--- src/rtl/sysid_ext.sv ---
// System-identification and housekeeping slave: ID/timestamp/capability words,
// a byte-writable scratch register and a prescaled uptime counter with snapshot.
module sysid_ext #(
    parameter logic [31:0] SYSTEM_ID = 32'd1287393522,
    parameter logic [31:0] TIMESTAMP = 32'd1320971153,
    parameter logic [7:0]  VERSION   = 8'h02,
    parameter int          UPTIME_W  = 64,
    parameter int          PRESCALE  = 1
) (
    input  logic        clk,
    input  logic        reset,
    input  logic [2:0]  address,
    input  logic        read,
    input  logic        write,
    input  logic [31:0] writedata,
    input  logic [3:0]  byteenable,
    output logic [31:0] readdata,
    output logic        readdatavalid
);

    generate
        if (UPTIME_W < 33 || UPTIME_W > 64) begin : g_bad_uptime_w
            $error("sysid_ext: UPTIME_W must be within 33..64");
        end
        if (PRESCALE < 1 || PRESCALE > 65535) begin : g_bad_prescale
            $error("sysid_ext: PRESCALE must be within 1..65535");
        end
    endgenerate

    localparam logic [2:0] A_ID      = 3'd0;
    localparam logic [2:0] A_TS      = 3'd1;
    localparam logic [2:0] A_CAP     = 3'd2;
    localparam logic [2:0] A_SCRATCH = 3'd3;
    localparam logic [2:0] A_UPLO    = 3'd4;
    localparam logic [2:0] A_UPHI    = 3'd5;
    localparam logic [2:0] A_CTRL    = 3'd6;

    localparam logic [7:0]          CAP_W    = 8'(UPTIME_W);
    localparam logic [15:0]         CAP_P    = 16'(PRESCALE);
    localparam logic [15:0]         PRE_LAST = 16'(PRESCALE - 1);
    localparam logic [UPTIME_W-1:0] CNT_ONE  = UPTIME_W'(1);

    logic [UPTIME_W-1:0] cnt;
    logic [UPTIME_W-1:0] cnt_nxt;
    logic [15:0]         pre;
    logic [15:0]         pre_nxt;
    logic                en;
    logic                ovf;
    logic [31:0]         scratch;
    logic [31:0]         scratch_nxt;
    logic [31:0]         shadow;
    logic [31:0]         hi_sample;
    logic [31:0]         rmux_p0;
    logic [31:0]         rdata_p1;
    logic                vld_p1;
    logic                ctrl_wr;
    logic                scratch_wr;
    logic                clr;
    logic                tick;
    logic                wrap;

    assign ctrl_wr    = write && (address == A_CTRL) && byteenable[0];
    assign scratch_wr = write && (address == A_SCRATCH);
    assign clr        = ctrl_wr && writedata[1];
    assign tick       = en && (pre == PRE_LAST);
    assign wrap       = tick && (&cnt);
    assign hi_sample  = 32'(cnt >> 32);

    // Clear has priority over a pending increment; EN=0 holds both counters.
    always_comb begin
        pre_nxt = pre;
        cnt_nxt = cnt;
        if (clr) begin
            pre_nxt = '0;
            cnt_nxt = '0;
        end else if (tick) begin
            pre_nxt = '0;
            cnt_nxt = cnt + CNT_ONE;
        end else if (en) begin
            pre_nxt = pre + 16'd1;
        end
    end

    always_comb begin
        scratch_nxt = scratch;
        for (int b = 0; b < 4; b++) begin
            if (scratch_wr && byteenable[b]) begin
                scratch_nxt[8*b +: 8] = writedata[8*b +: 8];
            end
        end
    end

    always_comb begin
        rmux_p0 = '0;
        case (address)
            A_ID:      rmux_p0 = SYSTEM_ID;
            A_TS:      rmux_p0 = TIMESTAMP;
            A_CAP:     rmux_p0 = {CAP_W, CAP_P, VERSION};
            A_SCRATCH: rmux_p0 = scratch;
            A_UPLO:    rmux_p0 = cnt[31:0];
            A_UPHI:    rmux_p0 = shadow;
            A_CTRL:    rmux_p0 = {29'd0, ovf, 1'b0, en};
            default:   rmux_p0 = '0;
        endcase
    end

    // Stage p0 -> p1: read data and valid registered together; the UPTIME_LO
    // read captures the upper counter bits from the same pre-increment sample.
    always_ff @(posedge clk or posedge reset) begin
        if (reset) begin
            cnt      <= '0;
            pre      <= '0;
            en       <= 1'b1;
            ovf      <= 1'b0;
            scratch  <= '0;
            shadow   <= '0;
            rdata_p1 <= '0;
            vld_p1   <= 1'b0;
        end else begin
            cnt     <= cnt_nxt;
            pre     <= pre_nxt;
            scratch <= scratch_nxt;
            vld_p1  <= read;
            if (read) begin
                rdata_p1 <= rmux_p0;
                if (address == A_UPLO) begin
                    shadow <= hi_sample;
                end
            end
            if (ctrl_wr) begin
                en <= writedata[0];
            end
            if (wrap && !clr) begin
                ovf <= 1'b1;
            end else if (ctrl_wr && writedata[2]) begin
                ovf <= 1'b0;
            end
        end
    end

    assign readdata      = rdata_p1;
    assign readdatavalid = vld_p1;

endmodule

--- config.mk ---
export PLATFORM = sky130hd
export DESIGN_NAME = sysid_ext
export DESIGN_NICKNAME = d
export VERILOG_FILES = /design/src/rtl/sysid_ext.sv
export SDC_FILE = /design/constraint.sdc
export NUM_CORES = 1
export LEC_CHECK = 0
export ABC_AREA = 1
export CAP_MARGIN = 20
export CORE_ASPECT_RATIO = 1.1
export CORE_MARGIN = 1.5
export CORE_UTILIZATION = 53
export DETAILED_ROUTE_END_ITERATION = 16
export PLACE_DENSITY = 0.75
export SLEW_MARGIN = 30
export SYNTH_ARGS = -nofsm -noshare
export SYNTH_HDL_FRONTEND = slang
export SYNTH_SLANG_ARGS = --single-unit
--- constraint.sdc ---
create_clock -name clk -period 15.1 [get_ports clk]
set_input_delay 1.51 -clock clk [delete_from_list [all_inputs] [get_ports clk]]
set_output_delay 1.51 -clock clk [all_outputs]
set_load 0.01 [all_outputs]
==> implementation parameters, run 1 <==
Parameter                              Value

Status
  Status    finished, final reports clean

Power and ir drop
  Leakage    5.13 nW
  Ratio of total power to cell area    109 nW/um^2
  Reg power frac    46.3%
  Int Power    0.868 mW
  Switching Power    0.344 mW
  Switching portion of total power    28.4%
  Combinational share of power    14.9%
  Peak supply drop    80.9 uV
  Clk network pwr share    38.8%

Final layout
  Fraction of layout instances using a drive strength above 1    8.73%
  Reg area    4480 um^2
  Layout fillers    1568
  ANT cells    0
  Non-filler cells in the finished layout    1590
  Post-layout net count    1385
  Core utilization of the finished layout    62.7%
  Total area of multi-input combinational cells    4380 um^2
  Layout-stage area growth over the synthesis result    15.6%

Yosys
  Syn Inst Count    1274
  Share of cell area taken by muxes after synthesis    4.78%
  Simple-gate share of the synthesized area    30.2%
  Average size of a mapped cell    7.58 um^2
  Compound-gate portion of the synthesized area    9.84%
  Count of different cell masters after synthesis    40
  Adder-Cell Fraction of Synth Area    0.389%
  Xor/xnor share of the synthesized area    0.181%
  Share of synthesized area occupied by flip-flops and latches    46.4%
  Syn. warnings    0
  Total standard cell area after synthesis    9660 um^2
  Number of nets in the synthesized netlist    1320
  Main combinational cell family by area after synthesis    simple AND/OR/NAND/NOR gates
  Synthesis-stage register bit count    179

Drt
  Wire length per cell after detailed routing    17.6 um
  Drt drc    0
  Via density    5.55
  Detailed Route Iter0 Violations    873
  Antenna-violating nets left    0
  Detailed-route wire length    27900 um
  Detailed-route via count    8825
  First-pass DRT Iterations    8

Clock tree
  Post-CTS Hold Buffers    0
  H-tree levels    4
  Count of buffers added by post-CTS timing repair for setup    0
  Insertion delay to the later sink of the worst-skew pair    0.44 ns
  Root Buffer Master    clkbuf_16
  Number of clock sinks    179
  Maximum buffer depth of the clock tree    2
  Number of buffers inserted during clock tree synthesis    17
  CTS tree    done
  Clock edge transition at the registers on the reported setup and hold paths    0.06 ns
  Quantity of gates resized following cts    0

STA
  Final count of negative-setup-slack endpoints    0
  Final Hold Vio Count    0
  Maximum frequency from static timing analysis    267 MHz
  RSZ-0062 raised after global routing    no
  Period utilisation layout    24.8%
  Actual transition at the worst max-transition pin    0.779 ns
  Tightest hold margin    0.482 ns
  Final worst clock skew    0.00652 ns
  Sum Neg Setup Slack    0 ns
  Worst setup margin    11.36 ns
  Post-layout minimum cycle time    3.74 ns
  Final count of pins violating max slew    0
  Max-Slew Margin vs Limit    48.1%

Flow run
  Maxcap violations    0

Floorplan
  Die height    145 um
  Core region area    17800 um^2
  Die span in x    132 um
  Initial core utilization    54.3%
  Total number of placement rows    51
  Area of the die    19000 um^2
  Ports    76

Critical path
  Maximum fanout encountered on the critical timing path    61
  Arrival @ worst endpoint    4.06 ns
  Crit. End Element    flip-flop
  Kind of critical path    in2reg
  Critical path launch point type    input port
  Endpoint required time on the critical path    15.42 ns

Hold path
  Min-Delay Path Class    reg2reg

Global route
  Maximum number of pins on one net before global-route repair    63
  Global-route usage over all layers    30.4%
  Vias in the first global route    8163
  First-pass GRT wire length    43900 um
  Final global-route overflow total    0
  Antenna violations before repair    0

Placed design
  Final weighted congestion of routability-driven global placement    0.979
  HPWL Detailed    21000 um
  Post-Place Cells    1558
  Pre-CTS WS    10.95 ns
  Port-buffer cells    75
[per-layer routing]
| layer | part of all wire, % | GRT usage [%] |
|---|---|---|
| met4 | 3.0 | 12.0 |
| met3 | 6.8 | 5.33 |
| met5 | 0 | 0 |
| met2 | 46 | 47.7 |
| met1 | 44 | 42.1 |
[synth_stat cells]
library cell  instances  area share [%]
dfrtp_1             178              46
buf_1                 1           0.039
dfstp_2               1            0.27
nor4_1                1           0.065
and2_1                1           0.065
a31oi_1               5            0.32
nand2_4               4            0.47
buf_2                14            0.73
clkbuf_1              9            0.35
mux2_2               36             4.2
nand4_1              27             1.7
nand3_2               1            0.10
o211ai_1              9            0.70
nor2_4                5            0.58
mux2_1                5            0.58
o221ai_1             12             1.1
o21ai_0              86             4.5
and3_1                3            0.19
nor2_2               16             1.0
nor2_1              205             8.0
inv_1               151             5.9
ha_1                  3            0.39
a211oi_1              1           0.078
nor3_1               28             1.5
nand3_1              59             3.1
o31ai_1               1           0.078
nand2_1             323              13
nor3_2                2            0.21
o2111ai_1             2            0.18
buf_4                 6            0.47
o21ai_1               6            0.31
o22ai_1               3            0.19
a21oi_1              47             2.4
nand2_2               5            0.32
clkinv_1              1           0.039
nand3_4               1            0.18
buf_6                 4            0.47
inv_2                 8            0.31
xor2_1                2            0.18
nand3b_1              2            0.16
[worst paths after layout]
kind                       startpoint          end  slack [ns]  cells past startpoint
max                        address[1]      cnt[62]       11.36                     10
min                        shadow[24]   shadow[24]        0.48                      2
max reg2reg                        en      cnt[42]       12.75                     11
min reg2reg                shadow[24]   shadow[24]        0.48                      2
max in group asynchronous       reset      cnt[50]       11.66                      4
min in group asynchronous       reset  scratch[11]        1.51                      2
[cells by family (layout without fill, tap and decap cells)]
kind of cell / Yosys count / in the layout
xor+xnor: 2 / 2
flops: 179 / 179
simple gates: 683 / 683
compound gates: 172 / 172
fa+ha+maj: 3 / 3
buf+inv: 194 / 272
mux: 41 / 41
[cell usage in the layout (no fill, tap or decap), types with 6 or more instances in the layout]
master           netlist  routed
clkbuf_16              0      17
inv_1                151     150
inv_2                  8       8
dfrtp_1              178     178
nor3_1                28      28
nand2_1              323     323
mux2_2                36      36
nand4_1               27      27
o211ai_1               9       9
o21ai_1                6       6
nor2_1               205     205
o21ai_0               86      86
nor2_2                16      16
o221ai_1              12      12
a21oi_1               47      47
clkdlybuf4s50_1        0      74
nand3_1               59      59
[state kept, by name (all words and copies together), names as in the netlist]
register,flops
scratch,32
readdata,32
shadow,32
cnt,64
ovf,1
readdatavalid,1
en,1
pre,16
[area by class of cell]
cell class              count  share of cell area [%]
clock buffers              19                    4.05
clock inverters            13                    1.52
repair buffers             80                    7.01
flip-flops and latches    179                    40.1
inverters                 160                    5.42
well taps                 238                    2.67
multi-input cells         901                    39.2
[worst max-delay path, stage by stage]
cell and delay [ns]:
clkdlybuf4s50_1 0.75, nand3_2 0.22, nor2_4 0.18, nand2_4 0.41, nand2_4 0.42, inv_2 0.18
nor2_1 0.16, nand3_1 0.09, nand2_1 0.07, nor2_1 0.06
[metrics by stage]
stage,power (mW),cell area [um^2]
after floorplan,0.676,9660
after global placement,0.744,10500
after detailed placement,0.748,10500
after CTS,1.21,11200
after global routing,1.26,11200
final,1.21,11200
[power by group through the flow]
stage	clock (mW)	sequential, mW	combinational, mW
after floorplan	0	0.561	0.115
after global placement	0	0.568	0.176
after detailed placement	0	0.569	0.180
after CTS	0.473	0.561	0.181
after global routing	0.495	0.567	0.200
final	0.470	0.562	0.181
Power figures use the tool's default switching activity.
==> run 2: changes to the inputs <==
Clock period 15.1 ns to 3.9 ns, I/O delays scaled along.
==> implementation parameters, run 2 (synthesis gave the netlist of run 1 again) <==
Parameter                              Value

Status
  Status    finished, final reports clean

Final layout
  Most frequent standard cell in the layout excluding fill and tap cells    nand2_1
  Layout-stage area growth over the synthesis result    15.9%
  Register with the most flip-flops    cnt
  Total area of multi-input combinational cells    4380 um^2
  ANT cells    0
  Non-filler cells in the finished layout    1592
  Design Area, Final    11200 um^2
  Commonest cells after routing, fill and taps aside    nand2_1, nor2_1, dfrtp_1
  Reg area    4480 um^2
  Fraction of layout instances using a drive strength above 1    8.71%
  Flip-flop count of the largest register, all copies and words added    64
  Core utilization of the finished layout    62.9%
  Post-layout net count    1387
  Layout fillers    1540

Drt
  Wire length per cell after detailed routing    17.3 um
  Via density    5.53
  Detailed-route via count    8803
  Drt drc    0
  Detailed-route wire length    27500 um
  Antenna-violating nets left    0
  First-pass DRT Iterations    6
  Detailed Route Iter0 Violations    878

Floorplan
  Initial core utilization    54.3%
  Core region area    17800 um^2
  Ports    76
  Die height    145 um
  Total number of placement rows    51
  Die span in x    132 um
  Area of the die    19000 um^2

Clock tree
  Quantity of gates resized following cts    0
  Number of buffers inserted during clock tree synthesis    17
  CTS tree    done
  Number of clock sinks    179
  Root Buffer Master    clkbuf_16
  Maximum buffer depth of the clock tree    2
  Post-CTS Hold Buffers    0
  H-tree levels    4
  Clock edge transition at the registers on the reported setup and hold paths    0.07 ns
  Insertion delay to the later sink of the worst-skew pair    0.43 ns
  Count of buffers added by post-CTS timing repair for setup    0

Critical path
  Crit. End Element    flip-flop
  Maximum fanout encountered on the critical timing path    11
  Endpoint required time on the critical path    4.23 ns
  Source of the worst register-to-register timing path    en
  Arrival @ worst endpoint    2.74 ns
  Kind of critical path    reg2reg
  R2R depth    10
  Critical path launch point type    flip-flop
  Terminus of the critical flop-to-flop path    cnt[57]
  Worst reg-to-reg setup slack    1.48 ns

Global route
  Final global-route overflow total    0
  Global-route usage over all layers    29.7%
  First-pass GRT wire length    43300 um
  Antenna violations before repair    0
  Vias in the first global route    8140
  Maximum number of pins on one net before global-route repair    124

STA
  Post-layout minimum cycle time    2.42 ns
  Worst setup margin    1.48 ns
  Final count of pins violating max slew    0
  Sum Neg Setup Slack    0 ns
  Final count of negative-setup-slack endpoints    0
  Final Hold Vio Count    0
  Final worst clock skew    0.00997 ns
  Maximum frequency from static timing analysis    414 MHz
  Max-Slew Margin vs Limit    52.3%
  Period utilisation layout    61.9%
  RSZ-0062 raised after global routing    no
  Actual transition at the worst max-transition pin    0.716 ns

Placed design
  Post-Place Cells    1560
  HPWL Detailed    20900 um
  Pre-CTS WS    1.10 ns
  Port-buffer cells    75
  Cell area after placement    10600 um^2
  Final weighted congestion of routability-driven global placement    0.999

Power and ir drop
  Int Power    3.35 mW
  Ratio of total power to cell area    418 nW/um^2
  Peak supply drop    307 uV
  Clk network pwr share    38.5%
  Reg power frac    46.5%
  Switching Power    1.33 mW
  Leakage    5.13 nW
  Combinational share of power    15.0%
  Switching portion of total power    28.4%

Flow run
  Maxcap violations    0

Hold path
  Depth of the worst hold-timing path    2
  Launch instance of the worst min-delay path    read
  Min-Delay Path Class    in2reg
  End point of the worst hold path    readdatavalid
## run 2: area by class of cell
| type | instances | share of cell area [%] |
|---|---|---|
| clock inverters | 12 | 1.55 |
| repair buffers | 82 | 7.24 |
| well taps | 238 | 2.66 |
| clock buffers | 20 | 3.99 |
| flip-flops and latches | 179 | 40.0 |
| multi-input cells | 901 | 39.1 |
| inverters | 160 | 5.40 |
## run 2: per-stage QoR
step / power, mW / hold slack (ns)
6_report: 4.68 / 0.431
5_1_grt: 4.85 / 0.462
2_1_floorplan: 2.62 / 0.421
4_1_cts: 4.70 / 0.434
3_5_place_dp: 2.90 / 0.468
3_3_place_gp: 2.88 / 0.467
## run 2: per-layer routing
metal	wire, um	global-route usage [%]	vias up
met3	2100	6.10	61
met4	1040	13.4	0
met5	0	0	-
met1	12000	40.3	4162
met2	12400	46.5	343
li1	-	-	4237
## run 2: worst max-delay path: stages, from the launching register on
cell     delay (ns)
dfstp_2        0.65
nand2_2        0.09
nor2_1         0.10
nand2_1        0.08
nor2_2         0.53
buf_4          0.30
nand2_1        0.06
nor2_1         0.24
nand3_1        0.11
nand2_1        0.08
nor2_1         0.05
## run 2: power by group through the flow
stage	sequential, mW	clock [mW]	combinational [mW]
floorplan	2.17	0	0.446
global placement	2.20	0	0.684
detailed placement	2.20	0	0.701
CTS	2.17	1.82	0.703
global route	2.19	1.88	0.771
finish	2.17	1.80	0.704
## run 2: worst max-delay path by stage
stage	depth (start not counted)	start	endpoint	slack, ns
2_1_floorplan	1	reset	cnt[0]	1.22
3_3_place_gp	10	address[1]	cnt[62]	1.17
3_5_place_dp	10	address[1]	cnt[62]	1.10
4_1_cts	10	en	cnt[57]	1.53
5_1_grt	10	en	cnt[57]	1.33
6_report	10	en	cnt[57]	1.48
==> run 3: changes to the inputs <==
Clock period 3.9 ns to 2.3 ns, I/O delays scaled along.
==> implementation parameters, run 3 (synthesis gave the netlist of run 1 again) <==
Parameter                              Value

Power and ir drop
  Leakage    5.25 nW
  Overall power    8.19 mW
  Switching portion of total power    27.8%
  Reg power frac    44.8%
  Clk network pwr share    39.7%
  Ratio of total power to cell area    718 nW/um^2
  Int Power    5.91 mW
  Combinational share of power    15.5%
  Switching Power    2.27 mW
  Peak supply drop    525 uV

Floorplan
  Total number of placement rows    51
  Die span in x    132 um
  Ports    76
  Core region area    17800 um^2
  Area of the die    19000 um^2
  Die height    145 um
  Initial core utilization    54.3%

Clock tree
  H-tree levels    4
  Number of clock sinks    179
  Maximum buffer depth of the clock tree    2
  Root Buffer Master    clkbuf_16
  Post-CTS Hold Buffers    0
  CTS tree    done
  Number of buffers inserted during clock tree synthesis    17
  Clock edge transition at the registers on the reported setup and hold paths    0.07 ns
  Insertion delay to the later sink of the worst-skew pair    0.44 ns

Critical path
  Most frequent cell on the critical path    nor2_1
  Crit path cell chain    nor2_1 -> nand2_1 -> nor2_2 -> nand2_4 -> nand2_4 -> inv_2 -> nor2_1 -> nand3_1 -> nand2_1 -> nor2_1
  Cell with the largest stage delay on the worst path    dfrtp_1
  Crit. End Element    flip-flop
  Kind of critical path    reg2reg
  Buf+Inv Stages, Crit Path    1
  Endpoint required time on the critical path    2.63 ns
  Top cell family by delay on the critical path    simple AND/OR/NAND/NOR gates
  Critical Path Max Stage Delay    0.46 ns
  Critical path launch point type    flip-flop
  Arrival @ worst endpoint    2.38 ns
  Maximum fanout encountered on the critical timing path    18

STA
  Period utilisation layout    89.1%
  Post-layout minimum cycle time    2.05 ns
  RSZ-0062 raised after global routing    no
  Final count of pins violating max slew    0
  Final count of negative-setup-slack endpoints    0
  Max-Slew Margin vs Limit    66.4%
  Final Hold Vio Count    0
  Final worst clock skew    0.0110 ns
  Maximum frequency from static timing analysis    488 MHz
  Actual transition at the worst max-transition pin    0.503 ns

Final layout
  Register with the most flip-flops    cnt
  Post-layout net count    1405
  Commonest cells after routing, fill and taps aside    nand2_1, nor2_1, dfrtp_1
  Layout-stage area growth over the synthesis result    18.0%
  Fraction of layout instances using a drive strength above 1    10.1%
  Flip-flop count of the largest register, all copies and words added    64
  ANT cells    0
  Most frequent standard cell in the layout excluding fill and tap cells    nand2_1
  Core utilization of the finished layout    64.0%

Drt
  Detailed Route Iter0 Violations    912
  Detailed-route wire length    28600 um
  Detailed-route via count    8891
  Drt drc    0
  Wire length per cell after detailed routing    17.8 um
  First-pass DRT Iterations    5
  Via density    5.52
  Antenna-violating nets left    0

Flow run
  Maxcap violations    0

Global route
  Antenna violations before repair    0
  Global-route usage over all layers    31.1%
  Vias in the first global route    8452
  First-pass GRT wire length    45600 um
  Maximum number of pins on one net before global-route repair    43
  Final global-route overflow total    0

Placed design
  Port-buffer cells    75
  HPWL Detailed    22100 um
  Final weighted congestion of routability-driven global placement    0.983

Status
  Status    finished, final reports clean

Hold path
  Min-Delay Path Class    in2reg
[run 3: changes by cell type in the layout (fill, tap and decap cells not counted), sizes merged]
cell | before | now
buf | 8 | 26
inv | 160 | 164
clkinv | 6 | 3
bufinv | 3 | 5
clkbuf | 20 | 18
clkinvlp | 3 | 2
[run 3: metal layers]
layer	routed length, um	up-vias	part of all wire (%)	GRT usage (%)
met5	0	-	0	0
met4	833	0	2.9	11.9
met3	2000	62	7.0	5.36
met2	13200	354	46	49.9
met1	12600	4195	44	42.6
li1	-	4280	-	-
[run 3: repair_timing]
action	CTS	global route
resized for setup	0	1
setup buffers	0	0
setup endpoints to repair	0	1
hold endpoints to repair	0	0
[run 3: per-stage QoR]
stage	setup TNS (ns)	instance area [um^2]	hold WS, ns	worst slack, ns	cells
after floorplan	-39.83	9660	0.261	-0.224	1274
after global placement	0	10700	0.470	0.164	1578
after detailed placement	0	10700	0.477	0.133	1578
after CTS	0	11400	0.0277	0.245	1610
after global routing	0	11400	0.0386	0.0551	1610
final	0	11400	0.0389	0.250	1610
[run 3: final timing paths]
| path | cells after the start | from | end | slack, ns |
|---|---|---|---|---|
| worst max-delay path | 10 | pre[6] | cnt[62] | 0.25 |
| worst min-delay path | 1 | read | readdatavalid | 0.04 |
| worst max register to register | 10 | pre[6] | cnt[62] | 0.25 |
| worst min register to register | 1 | scratch[28] | scratch[28] | 0.49 |
| max in group asynchronous | 3 | reset | shadow[21] | 1.45 |
| min in group asynchronous | 2 | reset | cnt[36] | 0.18 |
[run 3: power by group through the flow]
stage / registers (mW) / logic (mW) / clock network, mW
after floorplan: 3.68 / 0.756 / 0
after global routing: 3.70 / 1.39 / 3.40
final: 3.67 / 1.27 / 3.25
after detailed placement: 3.72 / 1.26 / 0
after CTS: 3.66 / 1.26 / 3.27
after global placement: 3.71 / 1.22 / 0
[run 3: final cells by class]
cell class                 count  area [um^2]
clock inverter                14          223
timing repair buffer         100          983
inverter                     160          604
multi-input combinational    901         4380
clock buffer                  18          429
tap                          238          298
fill                        1542         6400
sequential                   179         4480
